### src/rtl/regfile_write_arbiter.sv
// Two-requester register-file write arbiter with round-robin priority and a registered write port.
// Optional REGFILE_ZERO_FILTER_EN: accepted writes to register 0 are granted but never pulse RegWr.
module regfile_write_arbiter (
    input  logic        Clk,
    input  logic        Resetn,
    input  logic        AReq,
    input  logic [4:0]  ARW,
    input  logic [31:0] ABusW,
    output logic        AGnt,
    input  logic        BReq,
    input  logic [4:0]  BRW,
    input  logic [31:0] BBusW,
    output logic        BGnt,
    output logic [4:0]  RW,
    output logic [31:0] BusW,
    output logic        RegWr,
    output logic [31:0] Busy,
    output logic [15:0] WrCnt
);
    localparam int unsigned AddrW   = 5;
    localparam int unsigned DataW   = 32;
    localparam int unsigned CntW    = 16;
    localparam int unsigned NumRegs = 32;

    typedef enum logic {PRI_A = 1'b0, PRI_B = 1'b1} priState_t;

    priState_t          priState;
    priState_t          priNext;
    logic [AddrW-1:0]   selRW;
    logic [DataW-1:0]   selBusW;
    logic               anyGnt;
    logic               wrValid;

    // Grant selection, payload mux and pointer update; no grants while reset is asserted.
    always_comb begin
        priNext = priState;
        AGnt    = 1'b0;
        BGnt    = 1'b0;
        selRW   = ARW;
        selBusW = ABusW;
        if (Resetn) begin
            if (AReq && (!BReq || priState == PRI_A)) begin
                AGnt = 1'b1;
            end else if (BReq) begin
                BGnt = 1'b1;
            end
        end
        if (BGnt) begin
            selRW   = BRW;
            selBusW = BBusW;
        end
        if (AGnt) begin
            priNext = PRI_B;
        end else if (BGnt) begin
            priNext = PRI_A;
        end
        anyGnt = AGnt | BGnt;
`ifdef REGFILE_ZERO_FILTER_EN
        wrValid = anyGnt && (selRW != '0);
`else
        wrValid = anyGnt;
`endif
    end

    // Output stage: payload held between grants, RegWr/Busy reflect only the accepted cycle.
    always_ff @(posedge Clk) begin
        if (!Resetn) begin
            priState <= PRI_A;
            RW       <= '0;
            BusW     <= '0;
            RegWr    <= 1'b0;
            Busy     <= '0;
            WrCnt    <= '0;
        end else begin
            priState <= priNext;
            if (anyGnt) begin
                RW   <= selRW;
                BusW <= selBusW;
            end
            RegWr <= wrValid;
            Busy  <= wrValid ? (NumRegs'(1) << selRW) : '0;
            if (RegWr) begin
                WrCnt <= WrCnt + CntW'(1);
            end
        end
    end
endmodule

### config.mk
export PLATFORM = sky130hd
export DESIGN_NAME = regfile_write_arbiter
export DESIGN_NICKNAME = d
export VERILOG_FILES = /design/src/rtl/regfile_write_arbiter.sv
export SDC_FILE = /design/constraint.sdc
export NUM_CORES = 1
export LEC_CHECK = 0
export ABC_AREA = 1
export BUFFER_PORTS_ARGS = -buffer_cell sky130_fd_sc_hd__buf_2
export CORE_MARGIN = 5
export CORE_UTILIZATION = 25
export DETAILED_ROUTE_END_ITERATION = 7
export HOLD_SLACK_MARGIN = 0.12
export PLACE_DENSITY = 0.58
export SLEW_MARGIN = 10
export SYNTH_ARGS = -nofsm -noshare
export SYNTH_HDL_FRONTEND = slang
export SYNTH_SLANG_ARGS = --single-unit
### constraint.sdc
create_clock -name Clk -period 1.5 [get_ports Clk]
set_clock_uncertainty 0.15 [all_clocks]
set_input_delay 0 -clock Clk [delete_from_list [all_inputs] [get_ports Clk]]
set_output_delay 0 -clock Clk [all_outputs]
set_load 0.03 [all_outputs]
**Word-level counts from Yosys, hierarchy flattened**

Index checks and enable logic that the tools add are counted.
W data, S select, Z words.

- Word-level logic and storage cells: 24
- Register bits after elaboration: 87
- Input port bits: 78

- Bitwise gates (word level): 2
- Muxes and demuxes: 9
- $add $sub $neg: 1
- Shifts and indexed selects: 1
- Reduce and logical (&&, ||, !) cells: 5

Operators with widths:

| cell | count |
|---|---|
| $mux W32 | 1 |
| $shl A1 B5 Y32 const A | 1 |
| $add A16 B1 Y16 const B | 1 |
| $mux W1 | 7 |
| $mux W5 | 1 |
| $reduce_and A2 Y1 | 1 |
| $reduce_bool A2 Y1 | 1 |
| $logic_and A1 B1 Y1 | 1 |
| $logic_not A1 Y1 | 1 |
| $logic_or A1 B1 Y1 | 1 |
| $not A1 Y1 | 1 |
| $or A1 B1 Y1 | 1 |

**Depth between registers and ports, before layout**

Gate-level depths: netlist (run 1).

- Depth after elaboration: 7
- Gate-level depth with buffers: 10

**Least setup slack after synthesis (run 1)**

No wires, ideal clock.

- Path kind: register to register
- Start: register WrCnt[0]
- End: register WrCnt[14]
- Data required time: 1.237 ns
- Cell stages (with the launch flop): 9
- Arrival time: 1.363 ns
- Slack: -0.126 ns
- Setup time: 0.113 ns
- Cell sequence: dfxtp_1 > ha_1 > nand2_1 > inv_1 > nand4_1 > nor2_1 > nand2_1 > nand2_1 > nor2_1

- Cells in the longest elaborated chain, start to end: 1

RTL lines:

| item | RTL line | source |
|---|---|---|
| start: declaration | 18 | `output logic [15:0] WrCnt` |
| start signal: assignment | 83 | `WrCnt <= WrCnt + CntW'(1);` |
| $add A16 B1 Y16 | 83 |  |

Every way passes these cells.
A chain may end at the register's enable or synchronous reset.

**Worst setup path in the final report (run 1)**

- Start: register priState
- End: register Busy[20]

- Cells in the longest elaborated chain, start to end: 7
- Elaborated cells on any way between the ends: 11

RTL lines:

| item | RTL line | source |
|---|---|---|
| start: declaration | 27 | `priState_t priState;` |
| start signal: assignment | 75 | `priState <= priNext;` |
| $not A1 Y1 * | 42 | `if (AReq && (!BReq \|\| priState == PRI_A)) begin` |
| $logic_or A1 B1 Y1 * | 42 |  |
| $logic_and A1 B1 Y1 * | 42 |  |
| $mux W1 | 42 |  |
| $mux W1 | 41 | `if (Resetn) begin` |
| $mux W5 or $or A1 B1 Y1 (tied branches) | 48, 57 |  |
| $shl A1 B5 Y32 or $reduce_and A2 Y1 (tied branches) | n/a |  |
| end signal: assignment | 81 | `Busy <= wrValid ? (NumRegs'(1) << selRW) : '0;` |
| end: declaration | 17 | `output logic [31:0] Busy,` |

Every way passes the cells marked *; elsewhere a longest branch is shown, timed or not.

==> results of run 1 <==
[placed cells by master, fill, tap and decap left out, types with 6 or more instances in the layout]
cell / count
nand2_2: 8
a21boi_0: 7
buf_4: 22
dfxtp_1: 80
a21oi_1: 13
inv_1: 21
nand2_1: 117
nor2_1: 85
buf_2: 163
dlygate4sd3_1: 80
o21ai_0: 44
dfxtp_2: 6
clkbuf_16: 9
nand4_1: 23
[Yosys cell counts (all sizes together)]
library cell / instances
nand2: 130
or2: 2
buf: 16
o21ai: 49
xor2: 1
clkbuf: 4
ha: 1
and3: 1
nor2: 90
nand3: 6
nand3b: 2
dfxtp: 87
nor3: 2
nand4: 23
a21boi: 13
inv: 27
o21a: 1
a21oi: 15
[flip-flops by register name (all words and copies together) (netlist names)]
signal / cells
RegWr: 1
priState: 1
Busy: 32
BusW: 32
WrCnt: 16
RW: 5
[metrics by stage]
step	instance area, sq um	setup TNS, ns	utilization, %
floorplan	3550	0	-
global placement	4670	0	33.6
detailed placement	4670	-0.0220	33.6
CTS	5860	-0.0724	42.2
global route	6020	-1.96	43.4
finish	6020	0	43.4
[worst max-delay path: cells and delay by family, from the launching register on]
| family | cells | cell delay (ns) |
|---|---|---|
| flops | 1 | 0.36 |
| simple gates | 4 | 0.42 |
| compound gates | 1 | 0.16 |
| buf+inv | 3 | 0.34 |
[path summary, 6_finish.rpt]
| kind | slack (ns) | to |
|---|---|---|
| hold reg to reg | 0.30 | BusW[2]$_SDFFE_PN0P_ |
| hold / removal | 0.13 | RW[3]$_SDFFE_PN0P_ |
| setup / recovery | 0.007 | Busy[20]$_SDFF_PN0_ |
| setup reg to reg | 0.007 | Busy[20]$_SDFF_PN0_ |
[routing by layer]
metal | global-route usage, % | vias up
met5 | 0 | -
met3 | 5.69 | 42
met4 | 8.89 | 0
met2 | 25.6 | 174
met1 | 15.7 | 1808
li1 | - | 2063
[repair_timing]
action,4_1_cts,5_1_grt
setup buffers,3,6
pin swaps,2,15
endpoints found under the hold margin,84,32
setup endpoints to repair,14,72
cloned,1,3
hold buffers,80,2
resized for setup,10,36
[layout make-up]
cell class,instances,share of cell area (%)
timing repair buffer,276,32.6
sequential,87,29.1
multi-input combinational,338,27.5
clock buffer,9,3.74
tap,180,3.74
inverter,27,1.85
clock inverter,7,1.35
timing repair inverter,1,0.104
[cell families after synthesis]
family                   synth area share (%)
AO/OA/AOI/OAI                            12.6
XOR/XNOR                                0.247
adder cells (fa/ha/maj)                 0.353
buffers and inverters                    6.84
flip-flops                               49.1
AND/OR/NAND/NOR                          30.8
[where the power goes]
group	internal [uW]	switching (uW)
logic	501	704
registers	2430	65.9
clock network	1310	989
total	4240	1760
==> out/metrics.yaml, run 1 <==
status: "completed"
rr_worst_depth: 8
crit_chain: "inv_2 > nand2_4 > nand2_8 > buf_12 > o21ai_4 > buf_6 > nand4_1 > nor2_1"
highest_layer: "met4"
placed_cells: 815
hpwl_um: 8220
antenna_found_initial: 0
syn_inst: 470
cts_tree: "done"
gp_congestion: 0.823
wl_met3_um: 1080
first_pass_iters: 5
synthTopCellsByArea: "dfxtp_1 49%, nand2_1 13%, nor2_1 9.5%"
htree_levels: 3
ys_seq_area_share_pct: 49.1
detail_route.wirelength.met1_um: 5150
fin_nets: 819
grt_start_max_net_pins: 33
yosys_warnings: 0
syn_area_sq_mm: 0.00355
layout_setup_ws_ns: 0.00735
worstMarginPinSlew_ns: 0.557
worst_ir_drop_vdd_mv: 0.523
maxCapViolCount: 0
fmax_ghz: 0.670
max_stage_delay_ns: 0.36
ios: 166
rsz0062_at_grt: "yes"
start_kind: "register"
seq_area_sq_mm: 0.00175
die_w_um: 129
num_vias: 4087
finalPower_uw: 6000
routed_wirelength_um: 12900
cts.path.max_buffers: 2
multiInputGateArea_sq_mm: 0.00165
hold_depth: 4
clock_sinks: 87
clock_latency_ns: 0.34
diodes: 0
rows: 43
critical_path_arrival_ns: 1.62
initialDrtViolationCount: 150
drive_gt1_share_pct: 34.1
synth_top_area_share_pct: 49.1
synth_top_area_cell: "dfxtp_1"
startpoint: "priState$_SDFFE_PN0P_"
finalHoldViolCount: 0
die_h_um: 129
grt_pass1_wl_um: 19400
cts_root_buf: "clkbuf_16"
holdWs_ns: 0.127
grt_pass1_vias: 3985
slew_headroom_pct: 62.8
leakage_uw: 0.00294
drt-wirelength-per-cell_um: 14.0
vias_per_cell: 4.42
grt_use_total_pct: 15.0
power_density_mw_per_mm2: 997
period_needed_ns: 1.49
fp.dieArea_sq_mm: 0.0167
synth.avg_cell_area_sq_um: 7.55
pre_cts_ws_ns: -0.0187
clk_pin_slew_worst_paths_ns: 0.07
fillers: 1356
syn_nets: 549
slew_viol_final: 0
areaGrowthSynthToFinish_pct: 69.7
ys_seq_elements: 87
coreArea_sq_mm: 0.0139
ant_nets: 0
hp-start: "Resetn"
timing.rr.start: "priState$_SDFFE_PN0P_"
hp-class: "primary input to register"
fin_cells: 925
met2WireLength_um: 6200
crit_required_ns: 1.63
path_max_fanout: 12
setup_viol: 0
crit_slowest_cell: "dfxtp_2"
synth_cell_types: 28
worstSetupEndpointType: "register"
start_util_pct: 25.6
drc: 0
fin_crit_sh_pct: 99.5
path_class: "register to register"
port_buffers: 165
cts_buffers: 9
globalRouteOverflowTotal: 0
Note: power is estimated with default switching activity, not from simulation.
==> run 2: changes to the inputs <==
--- a/config.mk
+++ b/config.mk
@@ -6,12 +6,12 @@
 export NUM_CORES = 1
 export LEC_CHECK = 0
 export ABC_AREA = 1
-export BUFFER_PORTS_ARGS = -buffer_cell sky130_fd_sc_hd__buf_2
 export CORE_MARGIN = 5
 export CORE_UTILIZATION = 25
 export DETAILED_ROUTE_END_ITERATION = 7
+export DONT_BUFFER_PORTS = 1
 export HOLD_SLACK_MARGIN = 0.12
-export PLACE_DENSITY = 0.58
+export PLACE_DENSITY = 0.48
 export SLEW_MARGIN = 10
 export SYNTH_ARGS = -nofsm -noshare
 export SYNTH_HDL_FRONTEND = slang
==> run 2 against run 1 <==
  * The flow now finishes with violations (negative setup slack)
  * Worst setup slack worse by 0.034 ns
  * First-iteration DRC count up 21%
  * Cell count is 13% lower
  * Count of clock-buffer cells in the layout increased by 1
  * Global-route usage fell by 0.82 points
  * Critical path type is now register to output port
  * Largest cell class is now multi-input combinational cells
==> out/metrics.yaml, run 2 (same netlist as run 1, synthesis figures left out) <==
status: "finished, violations left"
violations: "negative setup slack"
diodes: 0
ant_nets: 0
crit_required_ns: 1.35
grt_pass1_wl_um: 18300
hpwl_um: 7900
first_pass_iters: 4
drc: 0
crit_chain: "inv_2 > nand2_4 > nand2_4 > clkinv_8 > buf_12 > buf_8"
htree_levels: 3
port_buffers: 0
grt_start_max_net_pins: 39
clk_pin_slew_worst_paths_ns: 0.06
start_util_pct: 25.6
path_class: "register to output port"
crit_top_cell: "nand2_4"
max_stage_delay_ns: 0.33
dpl_cell_area_sq_mm: 0.00409
grt_pass1_vias: 3447
coreArea_sq_mm: 0.0139
hp-class: "primary input to register"
maxCapViolCount: 0
hp-start: "BBusW[10]"
routed_wirelength_um: 13200
drive_gt1_share_pct: 23.5
drt-wirelength-per-cell_um: 16.5
worstSetupEndpointType: "output port"
critical_path_arrival_ns: 1.38
areaGrowthSynthToFinish_pct: 60.2
period_needed_ns: 1.53
final_cell_area_sq_mm: 0.00568
num_vias: 3740
layout_setup_ws_ns: -0.0265
setup_viol: 1
worstMarginPinSlew_ns: 0.363
die_h_um: 129
cts.path.max_buffers: 2
slew_viol_final: 0
initialDrtViolationCount: 181
tns_ns: -0.0265
finalHoldViolCount: 0
crit_buf_inv: 4
clock_sinks: 87
grt_use_total_pct: 14.2
fin_nets: 698
vias_per_cell: 4.66
startpoint: "priState$_SDFFE_PN0P_"
leakage_uw: 0.00243
cts_root_buf: "clkbuf_16"
final_cell_mix: "106 x nand2_1, 85 x nor2_1, 78 x dfxtp_1, 78 x dlygate4sd3_1, 59 x buf_4"
worst_ir_drop_vdd_mv: 0.642
slew_headroom_pct: 75.7
fp.dieArea_sq_mm: 0.0167
utilization_pct: 40.9
fillers: 1331
start_kind: "register"
cp_top_family: "buffers and inverters"
timing.rr.start: "priState$_SDFFE_PN0P_"
ios: 166
cts_buffers: 9
reg.largest.list: "BusW: 32 flops, Busy: 32 flops, WrCnt: 16 flops"
fmax_ghz: 0.655
crit_slowest_cell: "dfxtp_2"
antenna_found_initial: 0
cts_tree: "done"
final_common_cell: "nand2_1"
clock_latency_ns: 0.34
rows: 43
gp_congestion: 0.771
power_density_mw_per_mm2: 1040
reg2reg_slack_ns: 0.01
path_max_fanout: 17
die_w_um: 129
fin_crit_sh_pct: 102
rsz0062_at_grt: "yes"
globalRouteOverflowTotal: 0
==> run 2: final cells by class <==
cell class | count | area [sq um] | area share (%)
Multi-Input combinational cell | 343 | 1820 | 32.0
Tap cell | 180 | 225 | 3.96
Timing Repair inverter | 1 | 7.51 | 0.132
Inverter | 27 | 128 | 2.25
Timing Repair Buffer | 150 | 1460 | 25.8
Clock buffer | 10 | 229 | 4.03
Sequential cell | 87 | 1760 | 31.0
Clock inverter | 4 | 48.8 | 0.859
==> run 2: worst min-delay path, cell delays in order <==
cell           delay (ns)
dlygate4sd3_1        0.53
a21boi_1             0.06
o21ai_1              0.10
==> run 2: routing by layer <==
metal,wire (um),GRT usage (%)
met5,0,0
met3,863,4.37
met1,5510,16.2
met2,6380,23.6
met4,434,7.78
==> run 2: path summary, 6_finish.rpt <==
kind | endpoint | cells after the start
max | BGnt | 6
min | BusW[10]$_SDFFE_PN0P_ | 3
max reg2reg | Busy[0]$_SDFF_PP0_ | 7
min reg2reg | BusW[6]$_SDFFE_PN0P_ | 2
==> run 2: per-stage QoR <==
stage                     total power, uW  setup WS [ns]  std cells  hold slack (ns)
after floorplan                      3130         0.0282        470           0.0453
after CTS                            5700        -0.0149        745           -0.388
final                                5880        -0.0265        802            0.232
after global routing                 6160        -0.0860        802            0.232
after global placement               3350        -0.0566        683          -0.0183
after detailed placement             3360         -0.133        683          -0.0152
==> run 2: timing repair <==
item | in CTS | in global routing
hold buffers | 43 | 39
gates resized for setup | 15 | 76
gates cloned | 4 | 5
endpoints found under the setup margin | 55 | 66
buffers inserted | 1 | 13
endpoints found under the hold margin | 87 | 52
pin swaps | 6 | 38
==> run 2: power breakdown <==
part           switching, uW  internal [uW]
logic                    619            478
clock network            903           1270
registers                184           2430
total                   1710           4180
